===== config.mk =====
export PLATFORM = sky130hd
export DESIGN_NAME = mult_rr_scheduler
export DESIGN_NICKNAME = d
export VERILOG_FILES = /design/src/rtl/mult_rr_scheduler_pkg.sv /design/src/rtl/mult_rr_scheduler_rr_arbiter.sv /design/src/rtl/mult_rr_scheduler.sv
export SDC_FILE = /design/constraint.sdc
export NUM_CORES = 1
export LEC_CHECK = 0
export ABC_AREA = 1
export CORE_MARGIN = 5
export CORE_UTILIZATION = 44
export CTS_CLUSTER_SIZE = 25
export DETAILED_ROUTE_END_ITERATION = 8
export PLACE_DENSITY_LB_ADDON = 0.3
export SLEW_MARGIN = 20
export SYNTH_ARGS = -nofsm -noshare
export SYNTH_HDL_FRONTEND = slang
export SYNTH_HIERARCHICAL = 1
export SYNTH_SLANG_ARGS = --single-unit

===== constraint.sdc =====
create_clock -name i_clk -period 3 [get_ports i_clk]
set_input_delay 0.3 -clock i_clk [delete_from_list [all_inputs] [get_ports i_clk]]
set_output_delay 0.3 -clock i_clk [all_outputs]
set_load 0.02 [all_outputs]

===== src/rtl/mult_rr_scheduler_pkg.sv =====
// Shared defaults and tag-entry layout for the
// multiplier round-robin scheduler.
package mult_rr_scheduler_pkg;

  localparam int BIT_WIDTH_DEF   = 8;
  localparam int NUM_REQ_DEF     = 4;
  localparam int MUL_LATENCY_DEF = 1;

  // Wide enough for the largest supported NUM_REQ (16).
  localparam int TAG_ID_W = 4;

  typedef struct packed {
    logic                vld;
    logic [TAG_ID_W-1:0] id;
  } tag_t;

endpackage


===== src/rtl/mult_rr_scheduler_rr_arbiter.sv =====
// Round-robin arbiter: one-hot grant searching upward
// from the last accepted lane; pointer moves on accept.
module mult_rr_scheduler_rr_arbiter
  import mult_rr_scheduler_pkg::*;
#(
  parameter  int NUM_REQ = NUM_REQ_DEF,
  localparam int ID_W    = $clog2(NUM_REQ)
) (
  input  logic               clk_i,
  input  logic               rst_i,
  input  logic [NUM_REQ-1:0] valid_i,
  input  logic               hold_i,
  output logic [NUM_REQ-1:0] gnt_o,
  output logic [ID_W-1:0]    gnt_id_o,
  output logic               gnt_vld_o
);

  logic [ID_W-1:0] ptr_q, ptr_d;
  logic [ID_W-1:0] sel;
  logic [ID_W-1:0] id;
  logic            found;
  int              idx;

  always_comb begin
    gnt_o = '0;
    id    = '0;
    found = 1'b0;
    idx   = 0;
    sel   = '0;
    for (int i = 1; i <= NUM_REQ; i++) begin
      idx = (int'(ptr_q) + i) % NUM_REQ;
      sel = ID_W'(idx);
      if (!found && valid_i[sel]) begin
        found      = 1'b1;
        gnt_o[sel] = 1'b1;
        id         = sel;
      end
    end
    if (hold_i || rst_i) begin
      gnt_o = '0;
      found = 1'b0;
    end
  end

  // A grant is only issued to a valid lane, so it is
  // always an accepted transfer.
  assign gnt_vld_o = found;
  assign gnt_id_o  = id;
  assign ptr_d     = found ? id : ptr_q;

  always_ff @(posedge clk_i or posedge rst_i) begin
    if (rst_i) begin
      ptr_q <= ID_W'(NUM_REQ - 1);
    end else begin
      ptr_q <= ptr_d;
    end
  end

endmodule


===== src/rtl/mult_rr_scheduler.sv =====
// Shares one pipelined multiplier among NUM_REQ lanes,
// tagging each issue so products return to their lane.
module mult_rr_scheduler
  import mult_rr_scheduler_pkg::*;
#(
  parameter  int BIT_WIDTH   = BIT_WIDTH_DEF,
  parameter  int NUM_REQ     = NUM_REQ_DEF,
  parameter  int MUL_LATENCY = MUL_LATENCY_DEF,
  localparam int ID_W        = $clog2(NUM_REQ)
) (
  input  logic                         i_clk,
  input  logic                         i_rst,
  input  logic [NUM_REQ-1:0]           i_req_valid,
  input  logic [NUM_REQ*BIT_WIDTH-1:0] i_req_weight,
  input  logic [NUM_REQ*BIT_WIDTH-1:0] i_req_feature,
  input  logic                         i_hold,
  output logic [NUM_REQ-1:0]           o_req_ready,
  output logic [BIT_WIDTH-1:0]         o_mul_a,
  output logic [BIT_WIDTH-1:0]         o_mul_b,
  output logic                         o_mul_en,
  input  logic [2*BIT_WIDTH-1:0]       i_mul_p,
  output logic [NUM_REQ-1:0]           o_rsp_valid,
  output logic [2*BIT_WIDTH-1:0]       o_rsp_data,
  output logic                         o_busy
);

  logic [NUM_REQ-1:0] gnt;
  logic [ID_W-1:0]    gnt_id;
  logic               gnt_vld;

  mult_rr_scheduler_rr_arbiter #(
    .NUM_REQ (NUM_REQ)
  ) u_rr_arbiter (
    .clk_i     (i_clk),
    .rst_i     (i_rst),
    .valid_i   (i_req_valid),
    .hold_i    (i_hold),
    .gnt_o     (gnt),
    .gnt_id_o  (gnt_id),
    .gnt_vld_o (gnt_vld)
  );

  assign o_req_ready = gnt;

  logic [BIT_WIDTH-1:0]   a_q, a_d;
  logic [BIT_WIDTH-1:0]   b_q, b_d;
  logic                   en_q, en_d;
  logic [ID_W-1:0]        id_q, id_d;
  tag_t                   tag_q [MUL_LATENCY];
  tag_t                   tag_in;
  tag_t                   tail;
  logic [NUM_REQ-1:0]     rsp_q, rsp_d;
  logic [2*BIT_WIDTH-1:0] data_q, data_d;
  logic                   tag_any;

  always_comb begin
    en_d = gnt_vld;
    a_d  = a_q;
    b_d  = b_q;
    id_d = id_q;
    if (gnt_vld) begin
      a_d  = i_req_weight[int'(gnt_id)*BIT_WIDTH +: BIT_WIDTH];
      b_d  = i_req_feature[int'(gnt_id)*BIT_WIDTH +: BIT_WIDTH];
      id_d = gnt_id;
    end
  end

  // The issue register is the head of the tag pipe; the
  // MUL_LATENCY stages after it line the tail up with i_mul_p.
  always_comb begin
    tag_in                = '0;
    tag_in.vld            = en_q;
    tag_in.id[ID_W-1:0]   = id_q;
    tail                  = tag_q[MUL_LATENCY-1];
    tag_any               = 1'b0;
    for (int i = 0; i < MUL_LATENCY; i++) begin
      tag_any = tag_any | tag_q[i].vld;
    end
    rsp_d  = '0;
    for (int k = 0; k < NUM_REQ; k++) begin
      rsp_d[k] = tail.vld && (tail.id == TAG_ID_W'(k));
    end
    data_d = tail.vld ? i_mul_p : data_q;
  end

  always_ff @(posedge i_clk or posedge i_rst) begin
    if (i_rst) begin
      a_q    <= '0;
      b_q    <= '0;
      en_q   <= 1'b0;
      id_q   <= '0;
      rsp_q  <= '0;
      data_q <= '0;
      for (int i = 0; i < MUL_LATENCY; i++) begin
        tag_q[i] <= '0;
      end
    end else begin
      a_q      <= a_d;
      b_q      <= b_d;
      en_q     <= en_d;
      id_q     <= id_d;
      rsp_q    <= rsp_d;
      data_q   <= data_d;
      tag_q[0] <= tag_in;
      for (int i = 1; i < MUL_LATENCY; i++) begin
        tag_q[i] <= tag_q[i-1];
      end
    end
  end

  assign o_mul_a     = a_q;
  assign o_mul_b     = b_q;
  assign o_mul_en    = en_q;
  assign o_rsp_valid = rsp_q;
  assign o_rsp_data  = data_q;
  assign o_busy      = en_q | tag_any | (|rsp_q);

endmodule


# Word level (Yosys, flattened, before mapping)
# Index checks and enable logic that the tools add are counted.
dict set report classes {
  n_reduce_logical 17
  bitwise_logic 5
  n_mul 0
  order_cmp 8
  n_shift 2
  n_div 0
  eq_ne 3
  addsub 4
  mux 30
}
# operator count
set op_table {}
lappend op_table {{32-bit by 6-bit variable part select with 8-bit output} 2}
lappend op_table {{4-bit two-way mux} 5}
lappend op_table {{1-bit two-way mux} 13}
lappend op_table {{2-bit by 3-bit less-than comparator with 1-bit output, second input constant} 4}
lappend op_table {{4-bit bitwise OR} 3}
lappend op_table {{1-bit logical AND} 11}
lappend op_table {{1-bit binary-select mux with 2-bit select} 4}
lappend op_table {{1-bit demux with 2-bit select} 4}
lappend op_table {{2-bit by 1-bit >= comparator with 1-bit output, second input constant} 4}
lappend op_table {{2-bit two-way mux} 4}
lappend op_table {{2-bit by 1-bit adder with 2-bit output, second input constant} 2}
lappend op_table {{2-bit adder, second input constant} 2}
lappend op_table {{2-bit == test, second input constant} 2}
lappend op_table {{4-bit logical NOT} 1}
lappend op_table {{4-bit OR reduction} 1}
lappend op_table {{1-bit logical NOT} 3}
lappend op_table {{2-bit by 1-bit == test with 1-bit output, second input constant} 1}
lappend op_table {{1-bit bitwise OR} 2}
lappend op_table {{1-bit logical OR} 1}
dict set report totals {
  input_bits 87
  ramBits 0
  out_inout_bits 42
  rom_bits 0
  latch_bits 0
  n_memories 0
  regBits 44
}

# Depth between registers and ports, before layout
dict set report depth {
  depth_word 14
  ltp_mapped 18
  ltp_nobuf 15
}

# Hierarchy
# Netlist, hierarchy kept.
# mod cells_per_inst instances area_each_um2
set modules_own_cells {}
lappend modules_own_cells {mult_rr_scheduler 351 1 2362.3}
lappend modules_own_cells {mult_rr_scheduler_rr_arbiter 110 1 754.5}

# Worst setup path after synthesis
# No wires, ideal clock.
dict set report synth_timing {
  path_kind {flip-flop to flip-flop}
  from {register u_rr_arbiter.ptr_q[0]}
  to {register a_q[0] (netlist: o_mul_a[0])}
  t_arrival_ns 2.392
  path_stages_with_launch 18
  setup_slack_ns 0.491
  synth_period_minus_slack_ns 2.509
  required_time_ns 2.883
  path_cell_list {dfstp_2 -> buf_6 -> inv_12 -> ha_1 -> inv_1 -> nand3_2 -> nand2_4 -> nor2_4 -> nand3b_1 -> and2_1 -> buf_6 -> inv_6 -> buf_8 -> nand2_2 -> nand3_1 -> nand2_1 -> nand2_1 -> nand2_1}
}
dict set report synth_between {
  elab_chain_len 14
}
# item line_no
set synth_rtl {}
lappend synth_rtl {{start: declaration} mult_rr_scheduler_rr_arbiter.sv:18} ;# logic [ID_W-1:0] ptr_q, ptr_d;
lappend synth_rtl {{start signal: assignment} mult_rr_scheduler_rr_arbiter.sv:53} ;# ptr_q <= ID_W'(NUM_REQ - 1);
lappend synth_rtl {{start signal: assignment} mult_rr_scheduler_rr_arbiter.sv:55} ;# ptr_q <= ptr_d;
lappend synth_rtl {{2-bit by 1-bit adder with 2-bit output} mult_rr_scheduler_rr_arbiter.sv:31} ;# idx = (int'(ptr_q) + i) % NUM_REQ;
lappend synth_rtl {{1-bit binary-select mux with 2-bit select} mult_rr_scheduler_rr_arbiter.sv:33} ;# if (!found && valid_i[sel]) begin
lappend synth_rtl {{1-bit two-way mux (not written as such)} mult_rr_scheduler_rr_arbiter.sv:33}
lappend synth_rtl {{1-bit two-way mux} mult_rr_scheduler_rr_arbiter.sv:33}
lappend synth_rtl {{1-bit logical NOT} mult_rr_scheduler_rr_arbiter.sv:33}
lappend synth_rtl {{1-bit logical AND} mult_rr_scheduler_rr_arbiter.sv:33}
lappend synth_rtl {{1-bit two-way mux} mult_rr_scheduler_rr_arbiter.sv:33}
lappend synth_rtl {{1-bit logical NOT} mult_rr_scheduler_rr_arbiter.sv:33}
lappend synth_rtl {{1-bit logical AND} mult_rr_scheduler_rr_arbiter.sv:33}
lappend synth_rtl {{1-bit two-way mux} mult_rr_scheduler_rr_arbiter.sv:33}
lappend synth_rtl {{1-bit logical NOT} mult_rr_scheduler_rr_arbiter.sv:33}
lappend synth_rtl {{1-bit logical AND} mult_rr_scheduler_rr_arbiter.sv:33}
lappend synth_rtl {{2-bit two-way mux (*)} mult_rr_scheduler_rr_arbiter.sv:33}
lappend synth_rtl {{via gnt_id[0]} mult_rr_scheduler.sv:28} ;# logic [ID_W-1:0] gnt_id;
lappend synth_rtl {{32-bit by 6-bit variable part select with 8-bit output (*)} mult_rr_scheduler.sv:62} ;# a_d = i_req_weight[int'(gnt_id)*BIT_WIDTH +: BIT_WIDTH];
lappend synth_rtl {{end signal: assignment} mult_rr_scheduler.sv:88} ;# a_q <= '0;
lappend synth_rtl {{end signal: assignment} mult_rr_scheduler.sv:98} ;# a_q <= a_d;
lappend synth_rtl {{end: declaration} mult_rr_scheduler.sv:45} ;# logic [BIT_WIDTH-1:0] a_q, a_d;
# The timed path passes the listed nets; every way through them passes the cells marked *. The select of a mux whose other input is x is not followed.
# A chain may end at the register's enable or synchronous reset.

# Worst setup path in the final report
dict set report layout_timing {
  from {register u_rr_arbiter.ptr_q[0]}
  to {output o_req_ready[0]}
}
dict set report layout_between {
  elab_chain_len 14
}
# item line_no
set layout_rtl {}
lappend layout_rtl {{parallel branches: the longest is 12 deep, another holds 2-bit by 3-bit less-than comparator with 1-bit output} -}
lappend layout_rtl {{4-bit two-way mux (*)} mult_rr_scheduler_rr_arbiter.sv:33}
lappend layout_rtl {{4-bit two-way mux (*)} mult_rr_scheduler_rr_arbiter.sv:39} ;# if (hold_i || rst_i) begin
lappend layout_rtl {{end: declaration} mult_rr_scheduler.sv:17} ;# output logic [NUM_REQ-1:0] o_req_ready,
# Mark *: on every way between the ends. The select of a mux whose other input is x is not followed.

==> results.json <==
{
  "syn_avg_cell_area_um2": 6.76,
  "hold_depth": 0,
  "rsz0062_at_grt": "false",
  "cts_setup_buffers": 0,
  "dieArea_um2": 8870,
  "p_int_uw": 2400,
  "synth_edf_count": 0,
  "drt_iter0_drc": 119,
  "finalHoldViolations": 0,
  "htree_levels": 2,
  "dp_hpwl_um": 6610,
  "mostFrequentLayoutCells": "nand2_1, clkdlybuf4s50_1, inv_1",
  "layout.nets": 678,
  "worstRegToRegCells": 15,
  "setup_ws_ns": 0.138,
  "max_stage_delay_ns": 0.62,
  "grt_first_pass_wirelength_um": 13400,
  "post_synth_num_cell_types": 29,
  "critical_path.max_fanout": 12,
  "cts.sinks": 44,
  "port_buffers": 128,
  "drc": 0,
  "grt.total_usage_pct": 18.6,
  "async_flop_share_pct": 100,
  "start_kind": "flip-flop",
  "area_delta_synth_final_pct": 45.6,
  "holdBufCountCts": 0,
  "synth-seq-cells": 44,
  "p_comb_share_pct": 70.5,
  "arrival_ns": 2.56,
  "power.density_nw_per_um2": 1070,
  "n_antenna_cell": 0,
  "clock_latency_ns": 0.29,
  "cts_buffers": 5,
  "clk_pin_slew_ns": 0.09,
  "drv_slew": 0,
  "crit_slowest_cell": "dfstp_2",
  "hp-start": "id_q[0]",
  "core-area_um2": 6830,
  "worstSetupPathType": "reg -> out",
  "firstDrtPassIters": 4,
  "grt_antenna_before_repair": 0,
  "drt_wl_total_um": 8170,
  "p_leak_uw": 0.00246,
  "r2r_end": "o_mul_a[7]",
  "crit_chain": "inv_12 > ha_1 > inv_1 > nand3_4 > nand2_8 > nor2_8 > nand3_4 > nor2_1 > nor2_1 > nor2_1 > dlygate4sd2_1",
  "cp-end-kind": "output pin",
  "netlist_area_um2": 3120,
  "synth.yosys.seq_area_share_pct": 35.4,
  "grt_max_degree": 34,
  "ant_nets": 0,
  "cts_resized": 4,
  "layout_commonest_cell": "nand2_1",
  "start_util_pct": 45.6,
  "pwr-share-seq_pct": 20.2,
  "p_clk_share_pct": 9.3,
  "cts_tree": "done",
  "timing.hold.ws_ns": 0.375,
  "setup_viol": 0,
  "grt_pass1_vias": 3010,
  "power_uw": 4860,
  "grt_overflow": 0,
  "max_freq_mhz": 349,
  "drive_gt1_share_pct": 9.59,
  "p_switching_uw": 2460,
  "syn_nets": 556,
  "cts_root_buf": "clkbuf_8",
  "crit_top_cell": "nor2_1",
  "synth-main-ff-cell": "dfrtp_1",
  "place_congestion": 0.876,
  "wl_per_cell_um": 12.0,
  "die_h_um": 94.2,
  "r2r_slack_ns": 0.25,
  "slew_headroom_pct": 61.9,
  "min_path_type": "reg -> reg",
  "setup_tns_ns": 0,
  "hold_end": "tag_q[0]",
  "fin_crit_sh_pct": 95.4,
  "peakVddDrop_v": 0.000654,
  "cts_buffer_depth": 2,
  "crit_required_ns": 2.70,
  "num_io_pins": 129,
  "maxCapViolations": 0,
  "status": "finished, final reports clean",
  "clock_skew_ns": 0.00654,
  "via_count": 3160,
  "vias_per_cell": 4.65,
  "yosys_warnings": 6,
  "netlist_instances": 461,
  "period_minus_slack_ns": 2.86,
  "switching_share_pct": 50.7,
  "die_w_um": 94.2,
  "dpl_worst_slack_ns": 0.192,
  "timing.rr.start": "u_rr_arbiter/ptr_q[0]",
  "tightest_slew_ns": 0.570,
  "placementRows": 30
}
==> routing by layer <==
metal | vias up | routed length [µm] | part of all wire (%) | GRT usage (%)
met2 | 133 | 3790 | 46 | 30.1
li1 | 1592 | - | - | -
met4 | 0 | 146 | 1.8 | 5.54
met1 | 1423 | 3620 | 44 | 24.4
met3 | 12 | 613 | 7.5 | 4.65
met5 | - | 0 | 0 | 0
==> cells in the mapped netlist, types with 2 or more instances <==
library cell  number  area, µm²
nand2_1          194        728
inv_1             82        308
nand3_1           47        235
dfrtp_1           42       1050
nor2_1            17       63.8
nand2_2           16        100
buf_2              8       40.0
ha_1               8        100
nand2_4            7       78.8
buf_4              5       37.5
buf_6              5       56.3
nor3_1             4       20.0
inv_2              3       11.3
nand3_4            3       52.6
dfstp_2            2       52.6
inv_4              2       12.5
nand4_1            2       12.5
nor2_4             2       22.5
o21ai_0            2       10.0
==> how the worst max path moves through the flow <==
stage | startpoint | to | slack [ns] | depth (start not counted)
floorplan | u_rr_arbiter/ptr_q[0] | o_mul_a[0] | 0.49 | 17
global placement | u_rr_arbiter/ptr_q[0] | o_req_ready[3] | 0.31 | 11
detailed placement | u_rr_arbiter/ptr_q[0] | o_req_ready[0] | 0.19 | 11
CTS | u_rr_arbiter/ptr_q[0] | o_req_ready[0] | 0.13 | 11
global route | u_rr_arbiter/ptr_q[0] | o_req_ready[0] | 0.02 | 11
finish | u_rr_arbiter/ptr_q[0] | o_req_ready[0] | 0.14 | 11
==> power by group through the flow <==
stage | logic (µW) | clock network (µW) | registers (µW)
after CTS | 3440 | 463 | 984
after global routing | 3770 | 485 | 1010
final | 3430 | 452 | 982
after detailed placement | 3430 | 0 | 994
after global placement | 3380 | 0 | 983
after floorplan | 2410 | 0 | 1200
==> sequential cells by signal (all words and copies together) (netlist names), 2 cells and up <==
| register | cells |
|---|---|
| o_mul_b | 8 |
| o_mul_a | 8 |
| id_q | 2 |
| o_rsp_valid | 4 |
| tag_q | 2 |
| u_rr_arbiter/ptr_q | 2 |
| o_rsp_data | 16 |
==> worst max-delay path: cells and delay by family, from the launching register on <==
kind	cells	cell delay [ns]
adders and majority gates	1	0.37
and+or+nand+nor	7	0.73
DFF	1	0.62
buffers and inverters	3	0.55
==> final cells by class <==
| type | instances | area, µm² |
|---|---|---|
| fill | 602 | 2290 |
| multi-input combinational | 309 | 1510 |
| timing repair buffer | 134 | 1330 |
| sequential | 44 | 1100 |
| inverter | 89 | 357 |
| tap | 96 | 120 |
| clock buffer | 5 | 68.8 |
| clock inverter | 3 | 46.3 |
==> cells by family after synthesis <==
group	Yosys count	share of synthesized area (%)
buf+inv	108	16.2
compound gates	3	0.562
fa+ha+maj	8	3.21
flops	44	35.4
simple gates	298	44.6
==> metrics by stage <==
stage	cells	area [µm²]	util, %
2_1_floorplan	461	3120	-
3_3_place_gp	672	4430	64.8
3_5_place_dp	672	4430	64.8
4_1_cts	680	4540	66.4
5_1_grt	680	4540	66.4
6_report	680	4540	66.4
Power figures use the tool's default switching activity.
